==> config.mk <==
export PLATFORM = sky130hd
export DESIGN_NAME = neuron_act_stage
export DESIGN_NICKNAME = d
export VERILOG_FILES = /design/src/rtl/neuron_act_stage.sv
export SDC_FILE = /design/constraint.sdc
export NUM_CORES = 1
export LEC_CHECK = 0
export ABC_CLOCK_PERIOD_IN_PS = 1900
export CAP_MARGIN = 20
export CORE_UTILIZATION = 45
export CTS_CLUSTER_SIZE = 24
export DETAILED_ROUTE_END_ITERATION = 12
export GPL_ROUTABILITY_DRIVEN = 0
export PLACE_DENSITY = 0.79
export SLEW_MARGIN = 10
export SYNTH_ARGS = -nofsm -noshare
export SYNTH_HDL_FRONTEND = slang
export SYNTH_SLANG_ARGS = --single-unit
==> constraint.sdc <==
create_clock -name clk -period 1.9 [get_ports clk]
set_input_delay 0.38 -clock clk [delete_from_list [all_inputs] [get_ports clk]]
set_output_delay 0.38 -clock clk [all_outputs]
set_load 0.01 [all_outputs]
==> src/rtl/neuron_act_stage.sv <==
// Neuron activation stage: counts MAC strobes, waits for the MAC pipeline to drain,
// adds bias, rescales, saturates and hands the result on via valid/ready.
// Build option: define NEURON_ACT_BIAS_EN to add the bias; otherwise the bias port is ignored.
module neuron_act_stage #(
  parameter int DATA_WIDTH  = 8,
  parameter int N_INPUTS    = 4,
  parameter int MAC_LATENCY = 2,
  parameter int SHIFT       = 2
) (
  input  logic                    clk,
  input  logic                    reset,
  input  logic                    mac_en_in,
  input  logic [2*DATA_WIDTH:0]   mac_sum,
  input  logic [2*DATA_WIDTH:0]   bias,
  output logic                    stall,
  output logic                    acc_clear,
  output logic [DATA_WIDTH-1:0]   out_data,
  output logic                    out_valid,
  input  logic                    out_ready,
  output logic                    sat_flag,
  output logic                    overrun_err
);

  // state | meaning
  // ACCUM | counting MAC strobes, upstream free to run
  // DRAIN | last strobe seen, waiting MAC_LATENCY cycles for mac_sum to settle
  // PROC  | bias add, rescale, saturate
  // HOLD  | result presented, waiting for out_ready

  localparam int SW    = 2*DATA_WIDTH + 1;
  localparam int XW    = SW + 1;
  localparam int CNT_W = $clog2(N_INPUTS + 1);
  localparam int DLY_W = $clog2(MAC_LATENCY + 1);
  localparam logic [CNT_W-1:0] CNT_LAST = CNT_W'(N_INPUTS - 1);
  localparam logic [DLY_W-1:0] DLY_LOAD = DLY_W'(MAC_LATENCY);

  typedef enum logic [1:0] {ACCUM, DRAIN, PROC, HOLD} state_t;

  state_t               state_q, state_d;
  logic [CNT_W-1:0]     cnt_q, cnt_d;
  logic [DLY_W-1:0]     dly_q, dly_d;
  logic                 stall_d, valid_d, clear_d, overrun_d;
  logic                 cap_en, res_en;
  logic [SW-1:0]        sum_q;
  logic [SW-1:0]        bias_eff;
  logic [XW-1:0]        total;
  logic [XW-1:0]        shifted;
  logic                 sat_w;
  logic [DATA_WIDTH-1:0] data_w;

`ifdef NEURON_ACT_BIAS_EN
  logic [SW-1:0] bias_q;

  always_ff @(posedge clk or posedge reset) begin
    if (reset)       bias_q <= '0;
    else if (cap_en) bias_q <= bias;
  end

  assign bias_eff = bias_q;
`else
  // Bias deliberately masked off; the port stays for a uniform interface.
  assign bias_eff = bias & {SW{1'b0}};
`endif

  assign total   = {1'b0, sum_q} + {1'b0, bias_eff};
  assign shifted = total >> SHIFT;
  assign sat_w   = |shifted[XW-1:DATA_WIDTH];
  assign data_w  = sat_w ? {DATA_WIDTH{1'b1}} : shifted[DATA_WIDTH-1:0];

  always_ff @(posedge clk or posedge reset) begin
    if (reset) begin
      state_q     <= ACCUM;
      cnt_q       <= '0;
      dly_q       <= '0;
      stall       <= 1'b0;
      out_valid   <= 1'b0;
      acc_clear   <= 1'b0;
      overrun_err <= 1'b0;
    end else begin
      state_q     <= state_d;
      cnt_q       <= cnt_d;
      dly_q       <= dly_d;
      stall       <= stall_d;
      out_valid   <= valid_d;
      acc_clear   <= clear_d;
      overrun_err <= overrun_d;
    end
  end

  always_ff @(posedge clk or posedge reset) begin
    if (reset) begin
      sum_q    <= '0;
      out_data <= '0;
      sat_flag <= 1'b0;
    end else begin
      if (cap_en) sum_q <= mac_sum;
      if (res_en) begin
        out_data <= data_w;
        sat_flag <= sat_w;
      end
    end
  end

  always_comb begin
    state_d   = state_q;
    cnt_d     = cnt_q;
    dly_d     = dly_q;
    stall_d   = stall;
    valid_d   = out_valid;
    clear_d   = 1'b0;
    cap_en    = 1'b0;
    res_en    = 1'b0;
    // Any strobe while stalled is an upstream protocol violation.
    overrun_d = overrun_err | (mac_en_in & stall);
    case (state_q)
      ACCUM: begin
        if (mac_en_in) begin
          cnt_d = cnt_q + CNT_W'(1);
          if (cnt_q == CNT_LAST) begin
            state_d = DRAIN;
            dly_d   = DLY_LOAD;
            stall_d = 1'b1;
          end
        end
      end
      DRAIN: begin
        if (dly_q == '0) begin
          cap_en  = 1'b1;
          state_d = PROC;
        end else begin
          dly_d = dly_q - DLY_W'(1);
        end
      end
      PROC: begin
        res_en  = 1'b1;
        valid_d = 1'b1;
        state_d = HOLD;
      end
      HOLD: begin
        if (out_valid && out_ready) begin
          valid_d = 1'b0;
          clear_d = 1'b1;
          stall_d = 1'b0;
          cnt_d   = '0;
          state_d = ACCUM;
        end
      end
      default: state_d = ACCUM;
    endcase
  end

endmodule
Word-level counts from Yosys, hierarchy flattened. Cells that the tools add are included. W data, S select, Z words.

Output and inout port bits: 13. Register bits after elaboration: 37. Input bits: 38.

Bitwise gates (word level): 2. Equality and inequality tests: 9. Add/subtract/negate cells: 2. Reduce and logical (&&, ||, !) cells: 12. Multiplexer cells: 23.

Operators by type and width (number): $mux W2 (7); $reduce_and A4 Y1 (3); $ne A2 B2 Y1 const B (5); $mux W1 (8); $mux W8 (1); $pmux W2 S4 (1); $reduce_or A7 Y1 (1); $mux W3 (2); $pmux W3 S2 (1); $reduce_bool A2 Y1 (3); $eq A2 B2 Y1 const B (2); $logic_not A2 Y1 (2); $pmux W1 S2 (2); $pmux W2 S2 (1); $add A3 B1 Y3 const B (1); $eq A3 B2 Y1 const B (1); $reduce_and A3 Y1 (1); $eq A2 B1 Y1 const B (1); $reduce_and A2 Y1 (1); $sub A2 B1 Y2 const B (1); $and A1 B1 Y1 (1); $logic_and A1 B1 Y1 (1); $or A1 B1 Y1 (1).

Depth between registers and ports, before layout.
Depth in word-level cells: 4. Depth in mapped cells: 5.

Worst setup path before layout. Ideal clock, no wire load.

Path kind: register -> register. From: register state_q[0]. To: register state_q[1]. Setup slack: 0.240 ns. Clock period less this slack: 1.660 ns. Cell stages (with the launch flop): 6. Arrival time: 1.535 ns. Path buffers: 0. Path through: dfrtp_1 > inv_1 > ha_1 > nor2b_1 > nor4_2 > mux2_2.

Word-level cells in the longest chain between the ends: 3. Elaborated cells between the ends (all ways): 10. Those cells by class: 7 x eq/ne; 1 x mux; 2 x reduce/logical.

Ends and longest elaborated chain: start, declared (line 39) `state_t state_q, state_d;`; start signal, assigned (line 80) `state_q <= state_d;`; $eq A2 B1 Y1, or another cell as far along (line 115) `case (state_q)`; $ne A2 B2 Y1 (no source line); $reduce_and A4 Y1 (no source line).

Parallel ways exist; a longest one is shown, timed or not. A chain may end at the register's enable or synchronous reset.

Final worst setup path.
From: register state_q[0]. To: register dly_q[1].

Word-level cells in the longest chain between the ends: 3. Elaborated cells between the ends (all ways): 8. Those cells by class: 4 x eq/ne; 1 x mux; 3 x reduce/logical.

Ends and longest elaborated chain: $eq A2 B1 Y1 or $logic_not A2 Y1 (tied branches) (line 115); $ne A2 B2 Y1 (no source line) or $reduce_bool A2 Y1 (tied branches); $reduce_and A4 Y1 (no source line); end signal, assigned (line 82) `dly_q <= dly_d;`; end, declared (line 41) `logic [DLY_W-1:0] dly_q, dly_d;`.

Parallel ways exist; a longest one is shown, timed or not.

==> metrics.txt <==
PwrDens ~1300 nW/um2; CP Data Required Time 2120 ps; Clock Skew around 4.5 ps; pre-CTS setup slack around 8 ps; Setup Buffers After CTS 0; sequential power share around 45%; Num CTS Buffers 5; clk root buf clkbuf_4; I/O Pins slightly above 50; Final Hold Vio Count 0; number of diodes 0; H-Tree Depth 2; Final min period about 1800 ps; DRC viols 0; maximum VDD drop between 700 and 800 uV; Placeable Area 3337 um2; CTS Buffer Depth 2; initial antenna violation count 0; RR Startpoint state_q[0]; Final Non-Filler Cells between 200 and 250; Pint between 0.0015 and 0.002 W; RSZ-0062 raised after global routing no; die area about 3700 um2; crit path DAT 1990 ps; fin crit share approximately 93%; most common cell in the netlist dfrtp_1; Setup TNS 0 ps; # setup viols final 0; Area Overhead vs Synth 28.79%; GR Overflow Total 0; CTS clk-pin slew, worst paths about 110 ps; critical path capture point dly_q[1]; Worst Setup SP state_q[0]; Final WS setup 137.1 ps; post-synthesis net count approximately 180; Pleak approximately 0.9 nW; first-pass GRT wire length around 4400 um; Gate power share approximately two fifths; FF+latch count, synth 35; worst skew pair latency around 340 ps; clock sinks 35; Hold Path Class in -> async; Placed Cells between 200 and 250; Mapped Cells 130; Sw Pwr 0.0009233 W; drt pass-1 iters 4; Yosys cell types 28; Startpoint Class flop; share of cells above drive strength 1 19.88%; initial core utilization between 40 and 50%; Routed WL per cell 12.30 um; Fmax ~570 MHz; Final Util roughly 60%; dominant cells by area after synthesis dfrtp_1, mux2_2, ha_1; status completed; pin slew with the least headroom to its limit around 650 ps; CP Capture Type flop; end of the worst register-to-register path dly_q[1]; Synth top area share 56.13%; max-cap violations 0; WL final between 2000 and 3000 um; TritonCTS clock tree yes; vias ~1100; largest net degree at the start of global routing 36; chip width around 61 um; port buffer count 31; gr usage total 16.63%; hpwl dp 1990 um; Mapped Area between 1500 and 2000 um2; Via-to-Cell Ratio about 5.1; Async SR Flop Fraction between 90% and 100%; Seq/Total Area, Yosys ~56%; antenna-violating nets left 0; Hold Worst Slack around 430 ps; Avg Inst Size Synth ~12 um2; CP max FO 4; flop-to-flop setup slack 140 ps; Sw Ratio between 30% and 40%; fillcell total 287; Clock Power Share 14.7%; number of synthesized flops with an enable pin 0; relative slew slack 56.69%; Synth area leader dfrtp_1; Die Span Y just over 60 um; ys flop type dfrtp_1; Cell Rows 21; kind of critical path reg -> reg; Commonest cells post-synth dfrtp_1, mux2_2, inv_1; cell count of the worst reg-to-reg path 5; initial drt markers 48; Slew Limit Fails 0; Layout Nets ~220; Ys Warns 0; number of global-route vias before repair ~1000
[cell families after synthesis]
logic type	synth area share, %
DFF	56.13
buffers and inverters	4.651
muxes	13.63
and+or+nand+nor	11.55
adders and majority gates	6.416
AOI/OAI and AO/OA	7.619
[repair_timing]
| item | in CTS | in global routing |
|---|---|---|
| gates resized for setup | 0 | 1 |
| hold buffers | 0 | 0 |
| setup endpoints to repair | 0 | 1 |
[cells in the final DEF (no fill, tap or decap), types with 5 or more instances in the layout]
cell type | Yosys | layout
buf_4 | 0 | 5
nor2_1 | 15 | 15
a31oi_1 | 8 | 8
mux2_2 | 18 | 18
clkdlybuf4s50_1 | 0 | 31
clkbuf_4 | 0 | 5
ha_1 | 8 | 7
dfrtp_1 | 35 | 35
inv_1 | 16 | 16
[worst max-delay path, cell delays in order (launching register included)]
cell and delay [ps]:
dfrtp_1 390, inv_1 100, ha_2 220, nor2b_1 180, or3_1 410, a222oi_1 350
[layer usage]
metal,wire [um],global-route usage [%],part of all wire [%],up-vias
li1,-,-,-,526
met1,1129,19.62,42,539
met2,1375,28.73,52,35
met3,144,6.397,5.4,2
met4,19,3.896,0.71,0
met5,0,0,0,-
[power by group through the flow]
| stage | logic (W) | registers [W] | clock network [W] |
|---|---|---|---|
| floorplan | 0.000778 | 0.00118 | 0 |
| global placement | 0.00104 | 0.00119 | 0 |
| detailed placement | 0.00109 | 0.00121 | 0 |
| CTS | 0.00110 | 0.00119 | 0.000405 |
| global route | 0.00122 | 0.00123 | 0.000442 |
| finish | 0.00109 | 0.00119 | 0.000395 |
[area by class of cell]
class | count | area (um2) | area share (%)
Timing Repair Buffer | 36 | 347.8 | 17.31
Sequential cell | 35 | 875.8 | 43.59
Multi-Input combinational cell | 76 | 614.3 | 30.57
Inverter | 16 | 60.06 | 2.989
Clock inverter | 2 | 12.51 | 0.6227
Tap cell | 46 | 57.56 | 2.864
Clock buffer | 6 | 41.29 | 2.055
[registers in the layout, summed over array words and instances, names as in the netlist]
| name | count |
|---|---|
| cnt_q | 3 |
| acc_clear | 1 |
| overrun_err | 1 |
| sum_q | 15 |
| out_data | 8 |
| stall | 1 |
| dly_q | 2 |
| out_valid | 1 |
| sat_flag | 1 |
| state_q | 2 |
[through the flow]
| step | cell area [um2] | power, W |
|---|---|---|
| after global placement | 1953 | 0.002224 |
| after detailed placement | 1953 | 0.002302 |
| after floorplan | 1560 | 0.001960 |
| after CTS | 2007 | 0.002697 |
| after global routing | 2009 | 0.002892 |
| final | 2009 | 0.002675 |
[worst min path at each step]
stage	start	end	depth (start not counted)
final	reset	acc_clear	3
after global routing	reset	overrun_err	3
after CTS	reset	dly_q[0]	3
after detailed placement	overrun_err	overrun_err	1
after global placement	overrun_err	overrun_err	1
after floorplan	out_ready	out_valid	1
No activity file was read; power rests on OpenSTA's default activity.
